--- src/rtl/dial_pkg.sv ---
// dial_pkg
// Shared types for the dial emulator: direction enum, step width and the
// angle width, plus a small unsigned-minimum helper used by the ramp logic.
// Optional feature macro used elsewhere in this slice: DIAL_MOUSE_EN.
`timescale 1ns/1ps

package dial_pkg;

  localparam int ANGLE_W = 8;

  // Four bits cover every step up to 15, which includes the high-range maximum.
  typedef logic [3:0] step_t;

  typedef enum logic [1:0] {
    DIR_NONE,
    DIR_CW,
    DIR_CCW
  } dir_t;

  function automatic step_t stepMin(input step_t a, input step_t b);
    return (a < b) ? a : b;
  endfunction

endpackage

--- src/rtl/dial_step_ramp.sv ---
// dial_step_ramp
// Hold-time acceleration ramp. On every frame tick it produces the unsigned
// step magnitude to apply and advances its own step / ramp counter / last
// direction state. Between ticks the delta output is zero.
//
// Ports:
//   clk_sys  in   system clock, rising edge
//   reset    in   synchronous active-high reset
//   i_tick   in   one-cycle frame tick
//   i_dir    in   direction sampled at the tick
//   i_max    in   current maximum step (depends on speed select)
//   o_delta  out  step magnitude to apply this cycle (0 when no tick)
`timescale 1ns/1ps

module dial_step_ramp
  import dial_pkg::*;
#(
  parameter int RAMP_FRAMES = 4
) (
  input  logic  clk_sys,
  input  logic  reset,
  input  logic  i_tick,
  input  dir_t  i_dir,
  input  step_t i_max,
  output step_t o_delta
);

  localparam logic [15:0] RAMP_LAST = 16'(RAMP_FRAMES - 1);

  step_t       r_step;
  logic [15:0] r_rampCnt;
  dir_t        r_lastDir;

  step_t       w_stepNext;
  logic [15:0] w_rampNext;
  dir_t        w_lastDirNext;
  step_t       w_stepClamped;
  step_t       w_stepInc;

  // State register; reset restarts the ramp so the next tick moves by one.
  always_ff @(posedge clk_sys) begin
    if (reset) begin
      r_step    <= step_t'(1);
      r_rampCnt <= '0;
      r_lastDir <= DIR_NONE;
    end else begin
      r_step    <= w_stepNext;
      r_rampCnt <= w_rampNext;
      r_lastDir <= w_lastDirNext;
    end
  end

  // Next-state and delta. The increment saturates at the current maximum
  // before adding so a 4-bit step can never wrap past 15. Holding the same
  // direction also re-clamps the stored step, which covers the speed select
  // dropping from high to low range mid-spin.
  always_comb begin
    w_stepNext    = r_step;
    w_rampNext    = r_rampCnt;
    w_lastDirNext = r_lastDir;
    o_delta       = '0;
    w_stepClamped = stepMin(r_step, i_max);
    w_stepInc     = (r_step >= i_max) ? i_max : step_t'(r_step + step_t'(1));

    if (i_tick) begin
      if (i_dir == DIR_NONE) begin
        w_stepNext    = step_t'(1);
        w_rampNext    = '0;
        w_lastDirNext = DIR_NONE;
      end else if (i_dir != r_lastDir) begin
        o_delta       = step_t'(1);
        w_lastDirNext = i_dir;
        if (RAMP_FRAMES == 1) begin
          w_stepNext = stepMin(step_t'(2), i_max);
          w_rampNext = '0;
        end else begin
          w_stepNext = step_t'(1);
          w_rampNext = 16'd1;
        end
      end else begin
        o_delta = w_stepClamped;
        if (r_rampCnt == RAMP_LAST) begin
          w_rampNext = '0;
          w_stepNext = w_stepInc;
        end else begin
          w_rampNext = r_rampCnt + 16'd1;
          w_stepNext = w_stepClamped;
        end
      end
    end
  end

endmodule

--- src/rtl/dial_emulator.sv ---
// dial_emulator
// Emulates the MCR-scroll rotary spinner from digital left/right buttons.
// Once per video frame (rising edge of vsync) the angle moves by a step that
// ramps up while a direction is held. The angle wraps modulo 256.
//
// Ports:
//   clk_sys     in   system clock, rising edge
//   reset       in   synchronous active-high reset
//   btn_left    in   counter-clockwise request (level)
//   btn_right   in   clockwise request (level)
//   btn_acc     in   speed select: 0 low range, 1 high range
//   vsync       in   frame pulse, any width, synchronous to clk_sys
//   spin_angle  out  accumulated dial angle, modulo 256
//   moving      out  last frame tick applied a non-zero step
//   mouse_strobe in  (DIAL_MOUSE_EN only) mouse delta valid
//   mouse_dx    in   (DIAL_MOUSE_EN only) signed 9-bit mouse delta
//
// Optional feature macro: DIAL_MOUSE_EN adds a mouse path that is scaled by
// MOUSE_SHIFT and summed into the angle alongside any frame step.
`timescale 1ns/1ps

module dial_emulator
  import dial_pkg::*;
#(
  parameter int STEP_LOW_MAX  = 4,
  parameter int STEP_HIGH_MAX = 12,
`ifdef DIAL_MOUSE_EN
  parameter int RAMP_FRAMES   = 4,
  parameter int MOUSE_SHIFT   = 2
`else
  parameter int RAMP_FRAMES   = 4
`endif
) (
  input  logic               clk_sys,
  input  logic               reset,
  input  logic               btn_left,
  input  logic               btn_right,
  input  logic               btn_acc,
  input  logic               vsync,
`ifdef DIAL_MOUSE_EN
  input  logic               mouse_strobe,
  input  logic signed [8:0]  mouse_dx,
`endif
  output logic [ANGLE_W-1:0] spin_angle,
  output logic               moving
);

  logic               r_vsPrev;
  logic [ANGLE_W-1:0] r_angle;
  logic               r_moving;

  logic               w_tick;
  dir_t               w_dir;
  step_t              w_max;
  step_t              w_delta;
  logic [ANGLE_W-1:0] w_frameDelta;
  logic [ANGLE_W-1:0] w_mouseDelta;
  logic [ANGLE_W-1:0] w_angleNext;

  // Rising edge of vsync. The previous-value register resets high so a vsync
  // already high when reset releases does not count as a new frame.
  assign w_tick = vsync & ~r_vsPrev;

  // Both or neither button pressed means no direction.
  always_comb begin
    w_dir = DIR_NONE;
    if (btn_right & ~btn_left) begin
      w_dir = DIR_CW;
    end else if (btn_left & ~btn_right) begin
      w_dir = DIR_CCW;
    end
  end

  assign w_max = btn_acc ? step_t'(STEP_HIGH_MAX) : step_t'(STEP_LOW_MAX);

  dial_step_ramp #(
    .RAMP_FRAMES(RAMP_FRAMES)
  ) u_ramp (
    .clk_sys (clk_sys),
    .reset   (reset),
    .i_tick  (w_tick),
    .i_dir   (w_dir),
    .i_max   (w_max),
    .o_delta (w_delta)
  );

`ifdef DIAL_MOUSE_EN
  logic signed [8:0] w_mouseShifted;

  // Arithmetic shift keeps the sign; the result is truncated to angle width.
  assign w_mouseShifted = mouse_dx >>> MOUSE_SHIFT;
  assign w_mouseDelta   = mouse_strobe ? w_mouseShifted[ANGLE_W-1:0] : '0;
`else
  assign w_mouseDelta   = '0;
`endif

  // The ramp only outputs a non-zero delta on a tick, so the frame and mouse
  // contributions can simply be summed every cycle; subtraction is done in
  // two's complement so the angle wraps naturally.
  always_comb begin
    w_frameDelta = '0;
    if (w_dir == DIR_CW) begin
      w_frameDelta = {4'b0000, w_delta};
    end else if (w_dir == DIR_CCW) begin
      w_frameDelta = 8'h00 - {4'b0000, w_delta};
    end
    w_angleNext = r_angle + w_frameDelta + w_mouseDelta;
  end

  // Angle accumulator, moving flag and vsync history; reset has priority over
  // a coincident tick.
  always_ff @(posedge clk_sys) begin
    if (reset) begin
      r_vsPrev <= 1'b1;
      r_angle  <= '0;
      r_moving <= 1'b0;
    end else begin
      r_vsPrev <= vsync;
      r_angle  <= w_angleNext;
      if (w_tick) begin
        r_moving <= (w_dir != DIR_NONE);
      end
    end
  end

  assign spin_angle = r_angle;
  assign moving     = r_moving;

endmodule

--- config.mk ---
export PLATFORM = sky130hd
export DESIGN_NAME = dial_emulator
export DESIGN_NICKNAME = d
export VERILOG_FILES = /design/src/rtl/dial_pkg.sv /design/src/rtl/dial_step_ramp.sv /design/src/rtl/dial_emulator.sv
export SDC_FILE = /design/constraint.sdc
export NUM_CORES = 1
export LEC_CHECK = 0
export ABC_AREA = 1
export CELL_PAD_IN_SITES_DETAIL_PLACEMENT = 2
export CELL_PAD_IN_SITES_GLOBAL_PLACEMENT = 2
export CORE_AREA = 2 2 67 116
export DETAILED_ROUTE_END_ITERATION = 16
export DIE_AREA = 0 0 69 118
export PLACE_DENSITY_LB_ADDON = 0.1
export SLEW_MARGIN = 40
export SYNTH_ARGS = -nofsm -noshare
export SYNTH_HDL_FRONTEND = slang
export SYNTH_SLANG_ARGS = --single-unit
--- constraint.sdc ---
create_clock -name clk_sys -period 3.1 [get_ports clk_sys]
set_input_delay 0.62 -clock clk_sys [delete_from_list [all_inputs] [get_ports clk_sys]]
set_output_delay 0.62 -clock clk_sys [all_outputs]
set_load 0.05 [all_outputs]
After elaboration in Yosys (flattened, before gate mapping)
Cells that the tools add are included.
{"block": "totals", "register_bits": 32, "inputBits": 6, "output_inout_bits": 9}
{"block": "op_classes", "addsub": 4, "order_cmp": 2, "n_eq_ne": 4, "mux": 18, "bitwise": 6, "reduce_logical": 4}
{"operator": "2-to-1 mux 16 bit", "n": 3}
{"operator": "2-to-1 mux 4 bit", "n": 9}
{"operator": "adder 16 x 1 -> 16 bit (second input constant)", "n": 1}
{"operator": "equality test 16 x 2 -> 1 bit (second input constant)", "n": 1}
{"operator": "2-to-1 mux 8 bit", "n": 2}
{"operator": "adder 8 bit", "n": 1}
{"operator": "2-to-1 mux 2 bit", "n": 4}
{"operator": "subtractor 1 x 4 -> 5 bit (first input constant)", "n": 1}
{"operator": "adder 4 x 1 -> 4 bit (second input constant)", "n": 1}
{"operator": ">= comparator 4 bit", "n": 1}
{"operator": "less-than comparator 4 bit", "n": 1}
{"operator": "nonzero test 2 bit", "n": 2}
{"operator": "bitwise AND 1 bit", "n": 3}
{"operator": "inverter 1 bit", "n": 3}
{"operator": "equality test 2 x 1 -> 1 bit (second input constant)", "n": 1}
{"operator": "equality test 2 bit (second input constant)", "n": 1}
{"operator": "zero test 2 bit", "n": 1}
{"operator": "inequality test 2 bit", "n": 1}
{"operator": "AND reduction 2 bit", "n": 1}

Logic depth before layout (Yosys ltp)
{"block": "logic_depth", "word_depth": 12, "mapped_depth": 22, "ltp_nobuf": 22}

Cells and area by module
From an unflattened synthesis, not the netlist that was laid out.
{"block": "hier_totals", "cells_unflattened": 349, "hier_area_um2": 2257.2}
{"module": "dial_step_ramp", "instances": 1, "cells_per_inst": 228, "area_each_um2": 1480.2, "seq_area_each_um2": 440.4}
{"module": "dial_emulator", "instances": 1, "cells_per_inst": 121, "area_each_um2": 777.0, "seq_area_each_um2": 200.2}

Least setup slack after synthesis
Ideal clock, no wire load.
{"block": "synth_timing", "kind": "input to register", "startpoint": "input port btn_left", "endpoint": "register r_angle[6], in the netlist spin_angle[6]", "setup_ps": 113, "arrival_time_ps": 3075, "required_time_ps": 2987, "setup_slack_ps": -88, "stages": 19, "n_path_buf": 0, "cell_sequence": "inv_1 -> ha_1 -> inv_2 -> nand2_1 -> nand2_1 -> nor2_2 -> inv_2 -> nor2_2 -> nand3_1 -> ha_1 -> nand2_1 -> o21a_1 -> fa_1 -> o31ai_1 -> nand2_1 -> nand2_1 -> a21oi_1 -> nor2_1 -> nor2_1"}
{"block": "synth_via", "elab_chain_len": 11}
{"item": "start: declaration", "line": "dial_emulator.sv:36", "source": "input logic btn_left,"}
{"item": "bitwise AND 1 bit or inverter 1 bit (tied branches)", "line": "dial_emulator.sv:69, dial_emulator.sv:67"}
{"item": "2-to-1 mux 2 bit or bitwise AND 1 bit (tied branches)", "line": "dial_emulator.sv:69, dial_emulator.sv:67"}
{"item": "2-to-1 mux 2 bit *", "line": "dial_emulator.sv:67", "source": "if (btn_right & ~btn_left) begin"}
{"item": "inequality test 2 bit", "line": "dial_step_ramp.sv:70", "source": "end else if (i_dir != r_lastDir) begin"}
{"item": "2-to-1 mux 4 bit", "line": "dial_step_ramp.sv:70"}
{"item": "2-to-1 mux 4 bit", "line": "dial_step_ramp.sv:66", "source": "if (i_dir == DIR_NONE) begin"}
{"item": "2-to-1 mux 4 bit", "line": "dial_step_ramp.sv:65", "source": "if (i_tick) begin"}
{"item": "subtractor 1 x 4 -> 5 bit", "line": "dial_emulator.sv:105", "source": "w_frameDelta = 8'h00 - {4'b0000, w_delta};"}
{"item": "2-to-1 mux 8 bit", "line": "dial_emulator.sv:104", "source": "end else if (w_dir == DIR_CCW) begin"}
{"item": "2-to-1 mux 8 bit *", "line": "dial_emulator.sv:102", "source": "if (w_dir == DIR_CW) begin"}
{"item": "adder 8 bit *", "line": "dial_emulator.sv:107", "source": "w_angleNext = r_angle + w_frameDelta + w_mouseDelta;"}
{"item": "end signal: assignment", "line": "dial_emulator.sv:119", "source": "r_angle <= w_angleNext;"}
{"item": "end: declaration", "line": "dial_emulator.sv:49", "source": "logic [ANGLE_W-1:0] r_angle;"}
Mark *: on every way between the ends. The rest lies on a longest branch, timed or not.
A chain may end at the register's enable or synchronous reset.

Worst setup path after layout
Same ends and word-level chain as after synthesis.

==> reports/qor.csv <==
stage,metric,value,unit
placed_design,port_buffers,14,
run,maxCapViolCount,0,
clock_tree,insertion_delay,0.29,ns
layout,area_growth_syn_to_layout,50.8,%
synth,syn_inst,295,
route,viasPerCell,4.93,
pwr,power.density,350,nW/um2
placed_design,place_inst,426,
pwr,p_leak,0.00131,uW
setup_path,path_delay_family,simple AND/OR/NAND/NOR gates,
clock_tree,cts_htree_levels,2,
sta,layout_min_cycle_time,2.94,ns
clock_tree,clockBufferDepth,2,
sta,final_hold_viol_count,0,
die,core,7180,um2
setup_path,crit_chain,buf_2 > inv_2 > ha_4 > inv_2 > nand2_1 > nand2_2 > nor2_4 > inv_4 > nor2_4 > nand3_4 > ha_4 > nand2_1 > o21a_1 > fa_2 > o31ai_4 > nand2_1 > nand2_1 > a21oi_2 > nand2_1 > nand2_1 > nor2_1,
setup_path,cpMaxStageDelayCell,fa_2,
setup_path,worstPathArrival,3.16,ns
synth,synth_edf_count,0,
synth,synth-xor-area-share,2.17,%
clock_tree,clkTransAtPathRegs,0.06,ns
layout,final_cell_mix,"buf_4 (43), nand2_1 (41), inv_1 (34), nor2_1 (34), dfxtp_1 (32)",
synth,muxShareOfSynthArea,0,%
route,wl,7490,um
die,dieArea,8140,um2
setup_path,path_class,in2reg,
synth,yosysSeqAreaShare,31.8,%
grt,grt_pass1_wl,12000,um
synth,synthSimpleGateAreaFrac,33.6,%
sta,tns,0,ns
sta,tightest_slew,0.586,ns
placed_design,gp_congestion,0.760,
layout,multi_input_area,1430,um2
grt,gr-usage-all-layers,18.7,%
die,die_h,118,um
sta,fmax,340,MHz
sta,finalClockSkew,0.00706,ns
route,vias,2204,
synth,synth_seq_cells,32,
sta,slew_violations,0,
die,io-pin-count,15,
placed_design,dp_hpwl,5230,um
die,rows,41,
route,drtPass1Iterations,4,
clock_tree,cts_tree,done,
synth,synth_top_family_by_area,simple AND/OR/NAND/NOR gates,
synth,synth_compound_gate_area_share,12.3,%
layout,final_common_cell,buf_4,
route,wl_per_cell,16.8,um
grt,antenna_found_initial,0,
die,fp.dieW,69,um
layout,final_area,3040,um2
setup_path,cp_max_fo,3,
setup_path,crit_buf_inv,4,
clock_tree,cts_root_buf,clkbuf_16,
layout,fin_cells,447,
synth,syn_area_per_cell,6.83,um2
synth,yosys_warnings,0,
placed_design,place_area,2520,um2
sta,setup_viol,0,
synth,synth_cell_types,30,
layout,antenna_cells,0,
grt,grt_max_degree,15,
layout,drive_gt1_share,33.8,%
setup_path,start_kind,input port,
route,drt_iter0_drc,27,
grt,grt_pass1_vias,2479,
route,route.detailed.drc,0,
die,start_util,28.1,%
setup_path,worst_path_most_repeated_cell,nand2_1,
synth,synthAdderAreaFrac,9.68,%
synth,synthFlopType,dfxtp_1,
clock_tree,cts.sinks,32,
synth,netlist_area,2020,um2
setup_path,max_stage_delay,0.41,ns
synth,async_flop_share,0,%
synth,syn_nets,316,
sta,fin_crit_sh,94.8,%
grt,overflow,0,
layout,regArea,641,um2
outcome,outcome,finished clean,
min_path,holdCritPathClass,reg2reg,
layout,fin_nets,381,
sta,max_slew_margin,60.6,%
route,drtAntennaViolNets,0,
clock_tree,hold_buffers,0,
pwr,ir_worst_vdd,0.000198,V
layout,fill_cells,845,
setup_path,required,3.33,ns
setup_path,critPathCaptureType,register,
clock_tree,numCtsBuffers,5,
area by class of cell:
cell class / instances / area share [%]
Clock buffer: 8 / 4.82
Sequential cell: 32 / 21.1
Multi-Input combinational cell: 209 / 47.2
Timing Repair Buffer: 62 / 17.0
Tap cell: 86 / 3.54
Inverter: 50 / 6.34
stage by stage:
stage / setup slack [ns] / utilization, % / power (uW) / hold WS (ns)
after floorplan: 0.0351 / - / 481 / 0.444
after global placement: -0.656 / 35.0 / 522 / 0.463
after detailed placement: -0.753 / 35.0 / 524 / 0.474
after CTS: 0.0128 / 40.7 / 1060 / 0.500
after global routing: -0.0181 / 42.3 / 1110 / 0.520
final: 0.162 / 42.3 / 1060 / 0.501
sequential cells by signal, indices dropped and copies added (netlist names):
| name | flops |
|---|---|
| u_ramp.r_step | 4 |
| u_ramp.r_lastDir | 2 |
| moving | 1 |
| spin_angle | 8 |
| r_vsPrev | 1 |
| u_ramp.r_rampCnt | 16 |
cells in the mapped netlist (4+ instances only):
master,number,area share [%]
inv_2,4,0.74
o21ai_0,14,3.5
nor3_1,7,1.7
nor2_1,35,6.5
a21oi_1,25,6.2
xor2_1,5,2.2
nor4_1,4,1.2
dfxtp_1,32,32
ha_1,14,8.7
nand2_1,51,9.5
inv_1,46,8.6
nand3_1,27,6.7
nand4_1,5,1.6
cells by family after synthesis:
| family | after synthesis |
|---|---|
| flip-flops | 32 |
| AO/OA/AOI/OAI | 46 |
| adder cells (fa/ha/maj) | 15 |
| buffers and inverters | 54 |
| AND/OR/NAND/NOR | 143 |
| XOR/XNOR | 5 |
worst register-to-register path, cell delays in order (launching register included):
cell     delay [ns]
dfxtp_1        0.35
inv_1          0.10
nand2_2        0.09
nand2_2        0.07
nor2_4         0.15
inv_4          0.07
nor2_4         0.11
nand3_4        0.10
ha_4           0.28
nand2_1        0.04
o21a_1         0.15
fa_2           0.41
o31ai_4        0.28
nand2_1        0.10
nand2_1        0.09
a21oi_2        0.06
nand2_1        0.07
nand2_1        0.05
nor2_1         0.09
final timing paths:
| check | startpoint | to | slack, ns | cells after the start |
|---|---|---|---|---|
| min | u_ramp.r_lastDir[0] | u_ramp.r_lastDir[0] | 0.50 | 2 |
| max | btn_left | spin_angle[6] | 0.16 | 21 |
| min reg2reg | u_ramp.r_lastDir[0] | u_ramp.r_lastDir[0] | 0.50 | 2 |
| max reg2reg | u_ramp.r_lastDir[1] | spin_angle[6] | 0.38 | 18 |
what timing repair did:
item,in CTS,in global routing
endpoints found under the setup margin,5,5
buffers inserted,8,5
pin swaps,22,26
gates resized for setup,56,29
where the power goes:
part,switching (uW),total (uW),internal [uW],leakage (uW)
Combinational,77.4,135,57.3,0.000980
Clock,188,508,320,0.0000712
Sequential,3.73,420,416,0.000258
Total,269,1060,794,0.00131
per-layer routing:
metal	vias up	wire, um	global-route usage, %
met4	0	255	6.86
met5	-	0	0
met1	1075	2500	16.9
met2	23	4600	39.3
met3	13	133	3.08
li1	1093	-	-
Power figures use the tool's default switching activity.
